===== src/rtl/sample_iter4.sv =====
// sample_iter4: walks a triangle's bounding box on the MSAA subsample grid, four adjacent samples per cycle.
// Optional: define SAMPLE_ITER_SNAP_EN to round the box lower-left corner down onto the subsample grid.
module sample_iter4 #(
  parameter int SIGFIG = 24,
  parameter int RADIX  = 10,
  parameter int VERTS  = 3,
  parameter int AXIS   = 3,
  parameter int COLORS = 3
) (
  input  logic                                   clk,
  input  logic                                   rst,
  input  logic [VERTS-1:0][AXIS-1:0][SIGFIG-1:0] tri_R13S,
  input  logic [COLORS-1:0][SIGFIG-1:0]          color_R13U,
  input  logic [1:0][1:0][SIGFIG-1:0]            box_R13S,
  input  logic                                   validTri_R13H,
  input  logic [3:0]                             subSample_RnnnnU,
  output logic                                   halt_RnnnnL,
  output logic [VERTS-1:0][AXIS-1:0][SIGFIG-1:0] tri_R14S,
  output logic [COLORS-1:0][SIGFIG-1:0]          color_R14U,
  output logic [1:0][3:0][SIGFIG-1:0]            sample_R14S,
  output logic [3:0]                             validSamp_R14H
);

  localparam int W = SIGFIG + 1;
  typedef logic signed [W-1:0] wide_t;
  typedef enum logic {ST_WAIT, ST_TEST} state_t;

  function automatic wide_t ext(input logic [SIGFIG-1:0] v);
    return wide_t'({v[SIGFIG-1], v});
  endfunction

  state_t            state, state_next;
  logic [SIGFIG-1:0] cur_x, cur_y, ll_x, ur_x, ur_y;

  wide_t             step, nx, ny, grp_x, grp_ur;
  logic [SIGFIG-1:0] ll_in_x, ll_in_y, grp_y;
  wide_t             lane_x [4];
  logic [3:0]        lane_valid;
  logic              nx_ok, ny_ok, is_last, xfer, degen_in, load_new, advance;
`ifdef SAMPLE_ITER_SNAP_EN
  logic [SIGFIG-1:0] snap_mask;
`endif

  always_comb begin
    case (subSample_RnnnnU)
      4'b0100: step = wide_t'(1 << (RADIX - 1));
      4'b0010: step = wide_t'(1 << (RADIX - 2));
      4'b0001: step = wide_t'(1 << (RADIX - 3));
      default: step = wide_t'(1 << RADIX);
    endcase
  end

  always_comb begin
    ll_in_x = box_R13S[0][0];
    ll_in_y = box_R13S[0][1];
`ifdef SAMPLE_ITER_SNAP_EN
    // Clearing the low bits rounds toward minus infinity, also for negative corners.
    snap_mask = step[SIGFIG-1:0] - 1'b1;
    ll_in_x   = box_R13S[0][0] & ~snap_mask;
    ll_in_y   = box_R13S[0][1] & ~snap_mask;
`endif
  end

  // Handshake: a box transfers on a rising edge where validTri_R13H=1 and halt_RnnnnL=1.
  // halt_RnnnnL is high when idle or while the final group of the current box is on the outputs,
  // so the next box can follow the final group without a bubble; upstream holds its data otherwise.
  always_comb begin
    nx          = ext(cur_x) + (step <<< 2);
    ny          = ext(cur_y) + step;
    nx_ok       = nx <= ext(ur_x);
    ny_ok       = ny <= ext(ur_y);
    is_last     = (state == ST_TEST) && !nx_ok && !ny_ok;
    halt_RnnnnL = (state == ST_WAIT) || is_last;
    xfer        = validTri_R13H && halt_RnnnnL;
    degen_in    = (ext(box_R13S[1][0]) < ext(box_R13S[0][0])) ||
                  (ext(box_R13S[1][1]) < ext(box_R13S[0][1]));
    load_new    = xfer && !degen_in;
    advance     = (state == ST_TEST) && !is_last;
    state_next  = (load_new || advance) ? ST_TEST : ST_WAIT;

    // Position of the group that goes on the outputs after this edge.
    grp_x  = load_new ? ext(ll_in_x) : (nx_ok ? nx : ext(ll_x));
    grp_y  = load_new ? ll_in_y : (nx_ok ? cur_y : ny[SIGFIG-1:0]);
    grp_ur = load_new ? ext(box_R13S[1][0]) : ext(ur_x);

    lane_x[0] = grp_x;
    for (int i = 1; i < 4; i++) lane_x[i] = lane_x[i-1] + step;
    for (int i = 0; i < 4; i++) lane_valid[i] = lane_x[i] <= grp_ur;
  end

  always_ff @(posedge clk) begin
    if (!rst) state <= ST_WAIT;
    else      state <= state_next;
  end

  always_ff @(posedge clk) begin
    if (!rst) begin
      cur_x          <= '0;
      cur_y          <= '0;
      ll_x           <= '0;
      ur_x           <= '0;
      ur_y           <= '0;
      tri_R14S       <= '0;
      color_R14U     <= '0;
      sample_R14S    <= '0;
      validSamp_R14H <= '0;
    end else begin
      if (load_new) begin
        tri_R14S   <= tri_R13S;
        color_R14U <= color_R13U;
        ll_x       <= ll_in_x;
        ur_x       <= box_R13S[1][0];
        ur_y       <= box_R13S[1][1];
      end
      if (load_new || advance) begin
        cur_x <= grp_x[SIGFIG-1:0];
        cur_y <= grp_y;
        for (int i = 0; i < 4; i++) begin
          sample_R14S[0][i] <= lane_x[i][SIGFIG-1:0];
          sample_R14S[1][i] <= grp_y;
        end
        validSamp_R14H <= lane_valid;
      end else begin
        // Idle: lanes go invalid while sample/tri/color keep their last values.
        validSamp_R14H <= '0;
      end
    end
  end

  // The subsample rate select must always be exactly one-hot.
  a_subsample_onehot: assert property (@(posedge clk) disable iff (!rst) $onehot(subSample_RnnnnU));

endmodule


===== config.mk =====
export PLATFORM = sky130hd
export DESIGN_NAME = sample_iter4
export DESIGN_NICKNAME = d
export VERILOG_FILES = /design/src/rtl/sample_iter4.sv
export SDC_FILE = /design/constraint.sdc
export NUM_CORES = 1
export LEC_CHECK = 0
export ABC_AREA = 1
export CAP_MARGIN = 40
export CELL_PAD_IN_SITES_DETAIL_PLACEMENT = 0
export CELL_PAD_IN_SITES_GLOBAL_PLACEMENT = 1
export CORE_AREA = 10 10 331 333
export DETAILED_ROUTE_END_ITERATION = 12
export DIE_AREA = 0 0 341 343
export PLACE_DENSITY_LB_ADDON = 0.1
export SKIP_CTS_REPAIR_TIMING = 1
export SYNTH_ARGS = -nofsm -noshare
export SYNTH_HDL_FRONTEND = slang
export SYNTH_SLANG_ARGS = --single-unit
export TNS_END_PERCENT = 30

===== constraint.sdc =====
create_clock -name clk -period 12.65 [get_ports clk]
set_input_delay 2.53 -clock clk [delete_from_list [all_inputs] [get_ports clk]]
set_output_delay 2.53 -clock clk [all_outputs]
set_load 0.02 [all_outputs]

==> results summary <==
Global routing used 21.2% of the available tracks across all layers. The post-synthesis sequential element count came out at 463. The setup slack of the worst register-to-register path is 3450 ps. Along the worst path, the maximum fanout reaches 19. The cell row count is 118.

The fmax is 0.0864 GHz. The average footprint of a synthesized cell came out at 7.18 µm². The die width came out at 341 µm. The largest stage delay on the critical path came out at 470 ps.

The largest net degree at the start of global routing came out at 159. The largest total area in the synthesized netlist belongs to sky130_fd_sc_hd__dfxtp_1. The sum of negative setup slack is 0 ps. The final estimated routing congestion in global placement is 0.866. The fraction of registers with async set or reset after synthesis came out at 0%. The clock insertion delay at the later pin of the skew report came out at 690 ps. In the finished design, the share of the clock period the worst path needs comes to 91.5%. The data required time of the worst path is 13180 ps. The worst clock skew on the final layout is 51.2 ps.

Dividing the detail-routed via count by the number of cells gives 4.43. The core region area is 103000 µm². By area the synthesized netlist is led by sky130_fd_sc_hd__dfxtp_1 38%, sky130_fd_sc_hd__nand2_1 16%, sky130_fd_sc_hd__ha_1 10%, sky130_fd_sc_hd__a21oi_1 9.6%, sky130_fd_sc_hd__inv_1 4.4%. The floorplan die area is 117000 µm². In this run the remaining antenna-violating nets after routing total 0. The number of levels in the clock H-tree is 2. The clock slew seen by the registers of the worst setup and hold paths came out at 60 ps. Setup repair after global routing left no endpoint under its margin.

The tree is rooted in a sky130_fd_sc_hd__clkbuf_16. At the pin with the least slew margin, the transition time is 947 ps. The count of mapped cells out of synthesis came out at 3367. The run finished with clean final reports. The filler-free cell count of the finished design came out at 5552. The leakage power summed over all cells is 14.6 nW. The die span in y came out at 343 µm. Detailed placement ended at an HPWL of 104000 µm. The number of design rule violations left after detail routing came out at 0. The area share of the largest cell type after synthesis came out at 38.3%. The total clock buffers created by CTS is 61. The TritonCTS clock tree is done. The port buffer count came out at 875. The sequential fraction of the synthesis area came out at 38.3%. Across the VDD grid, the largest voltage drop is 0.229 mV. The number of sinks handled by clock tree synthesis is 463. The starting density of the core came out at 23.5%. The total power density per cell area came out at 297 nW/µm². The Yosys step of the flow raised 0 warnings. The most common cell in the synthesized netlist is sky130_fd_sc_hd__nand2_1.

The final layout contains routed wiring with a total length of 130000 µm. At the end of the flow the core is filled with cells to 35.0%. Among the stages of the critical path, the cell type that occurs most often is sky130_fd_sc_hd__nor2_1. For this run the aggregate overflow at the end of global routing stands at 0.

The final layout net count is 4690. The number of different library cells used by synthesis comes to 61. The cell with the largest stage delay on the worst path is sky130_fd_sc_hd__or3b_2. The first global-routing pass estimated 182000 µm of wire. The hold-critical path depth is 2.

The number of synthesized flops with an enable pin is 0. The data arrival time of the worst path came out at 12110 ps. The total of fill cells in the finished design is 11068.

The launch point of the critical path is subSample_RnnnnU[0]. Measured in cells, the most critical reg-to-reg path has a length of 54. The first detailed-routing pass ran for 5 iterations. The number of failing hold endpoints at the final stage came out at 0.

Cells with a size suffix above 1 make up 6.08% of the layout. By count the netlist is led by 1040 x sky130_fd_sc_hd__nand2_1, 465 x sky130_fd_sc_hd__a21oi_1, 463 x sky130_fd_sc_hd__dfxtp_1. The final route contains 24574 vias.

The number of global-route vias before repair came to 24530. The count of boundary I/O pins is 876. The count of max-cap constraint violations is 0. The timing endpoint of the critical path is validSamp_R14H[3]$_SDFF_PN0_. In this run the critical register-to-register path is launched from cur_x[9]$_SDFFE_PN0N_.

STA classifies the critical path endpoint as a flop. The initial antenna violation count came out at 58. The worst register-to-register path ends at validSamp_R14H[3]$_SDFF_PN0_. The clock passes through at most 3 buffers.

The summed instance area of the synthesized netlist came out at 24200 µm². When the netlist entered floorplanning its net count stood at 3956. The wire length per cell came out at 23.4 µm. The worst slew margin relative to its limit is 36.9%. The minimum clock period after layout is 11580 ps. The number of setup violations in the final report came out at 0. The worst setup path is launched from an input port.

The path class of the tightest hold or removal check is reg2reg. The max-slew violation count is 0. The layout overhead on the synthesized area is 48.8%.

The most used flip-flop cell after synthesis is sky130_fd_sc_hd__dfxtp_1. The number of DRC markers in iteration 0 is 1282. The number of placed instances, taps included, is 5418. The worst setup path is of the in2reg kind.
[report_power, final]
group | total (mW) | switching [mW] | internal (mW)
combinational | 6.97 | 4.51 | 2.45
clock | 1.79 | 0.736 | 1.05
sequential | 1.92 | 0.240 | 1.68
[critical path: cells and delay by family]
kind | cells | cell delay [ps]
AND/OR/NAND/NOR | 33 | 4230
adder cells (fa/ha/maj) | 8 | 2360
buffers and inverters | 9 | 1260
AO/OA/AOI/OAI | 6 | 1260
XOR/XNOR | 2 | 440
[sequential cells by signal, summed over array words and instances, names as in the netlist]
| name | flops |
|---|---|
| ur_y | 24 |
| color_R14U | 72 |
| ll_x | 24 |
| tri_R14S | 216 |
| validSamp_R14H | 4 |
| sample_R14S | 57 |
| cur_y | 24 |
| cur_x | 17 |
| state | 1 |
| ur_x | 24 |
[kinds of logic after synthesis]
kind of cell	count (synthesis)	share of synthesized area, %
xor gates and xnor gates	33	1.27
DFF	463	38.3
buffers and inverters	556	10.3
and+or+nand+nor	1410	24.4
adders and majority gates	198	10.4
AOI/OAI and AO/OA	707	15.3
[metal layers]
| metal | GRT usage [%] | vias to the layer above | wire (µm) |
|---|---|---|---|
| met3 | 8.47 | 171 | 11900 |
| met4 | 5.97 | 62 | 2680 |
| met2 | 36.0 | 690 | 62200 |
| met1 | 24.4 | 11298 | 52800 |
| met5 | 1.67 | - | 423 |
| li1 | - | 12353 | - |
[layout make-up]
cell class              count  area [µm²]  area share (%)
clock inverters            19         248           0.688
multi-input cells        2348       12400            34.6
well taps                1380        1730            4.80
repair buffers            929        9330            25.9
diodes                     24        60.1           0.167
clock buffers              91        1780            4.95
inverters                 298        1140            3.16
flip-flops and latches    463        9270            25.8
[layout by cell type, fill, tap and decap left out, drive strengths merged, types with 3 or more instances in the layout]
master            n
clkbuf           91
fa                5
o211ai           12
diode            24
ha              193
nand2          1083
nor3             25
xnor2             4
o21ai           175
buf              55
a21oi           467
o31ai             3
clkinv           12
nand4            44
bufinv            4
a21o              8
nor2            175
xor2             29
or2               8
dfxtp           463
clkdlybuf4s50   874
a31oi            20
o21a              4
nand3            64
inv             299
a311oi            4
[how the worst min path moves through the flow]
| stage | start | slack, ps | end |
|---|---|---|---|
| 5_1_grt | tri_R14S[211]$_SDFFE_PN0P_ | 480 | tri_R14S[211]$_SDFFE_PN0P_ |
| 3_3_place_gp | ur_y[5]$_SDFFE_PN0P_ | 450 | ur_y[5]$_SDFFE_PN0P_ |
| 2_1_floorplan | ur_y[1]$_SDFFE_PN0P_ | 430 | ur_y[1]$_SDFFE_PN0P_ |
| 6_report | ur_y[1]$_SDFFE_PN0P_ | 460 | ur_y[1]$_SDFFE_PN0P_ |
| 3_5_place_dp | ur_y[2]$_SDFFE_PN0P_ | 450 | ur_y[2]$_SDFFE_PN0P_ |
| 4_1_cts | ur_y[2]$_SDFFE_PN0P_ | 460 | ur_y[2]$_SDFFE_PN0P_ |
[stage by stage]
stage               hold WS (ps)  setup WS (ps)  cell area [µm²]  total power [mW]
floorplan                    433            854            24200              6.40
global placement             451            532            33600              9.00
detailed placement           452            455            33900              8.94
CTS                          460           1100            35900              10.8
global route                 477           75.6            36000              11.6
finish                       458           1070            36000              10.7
Note: power is estimated with default switching activity, not from simulation.
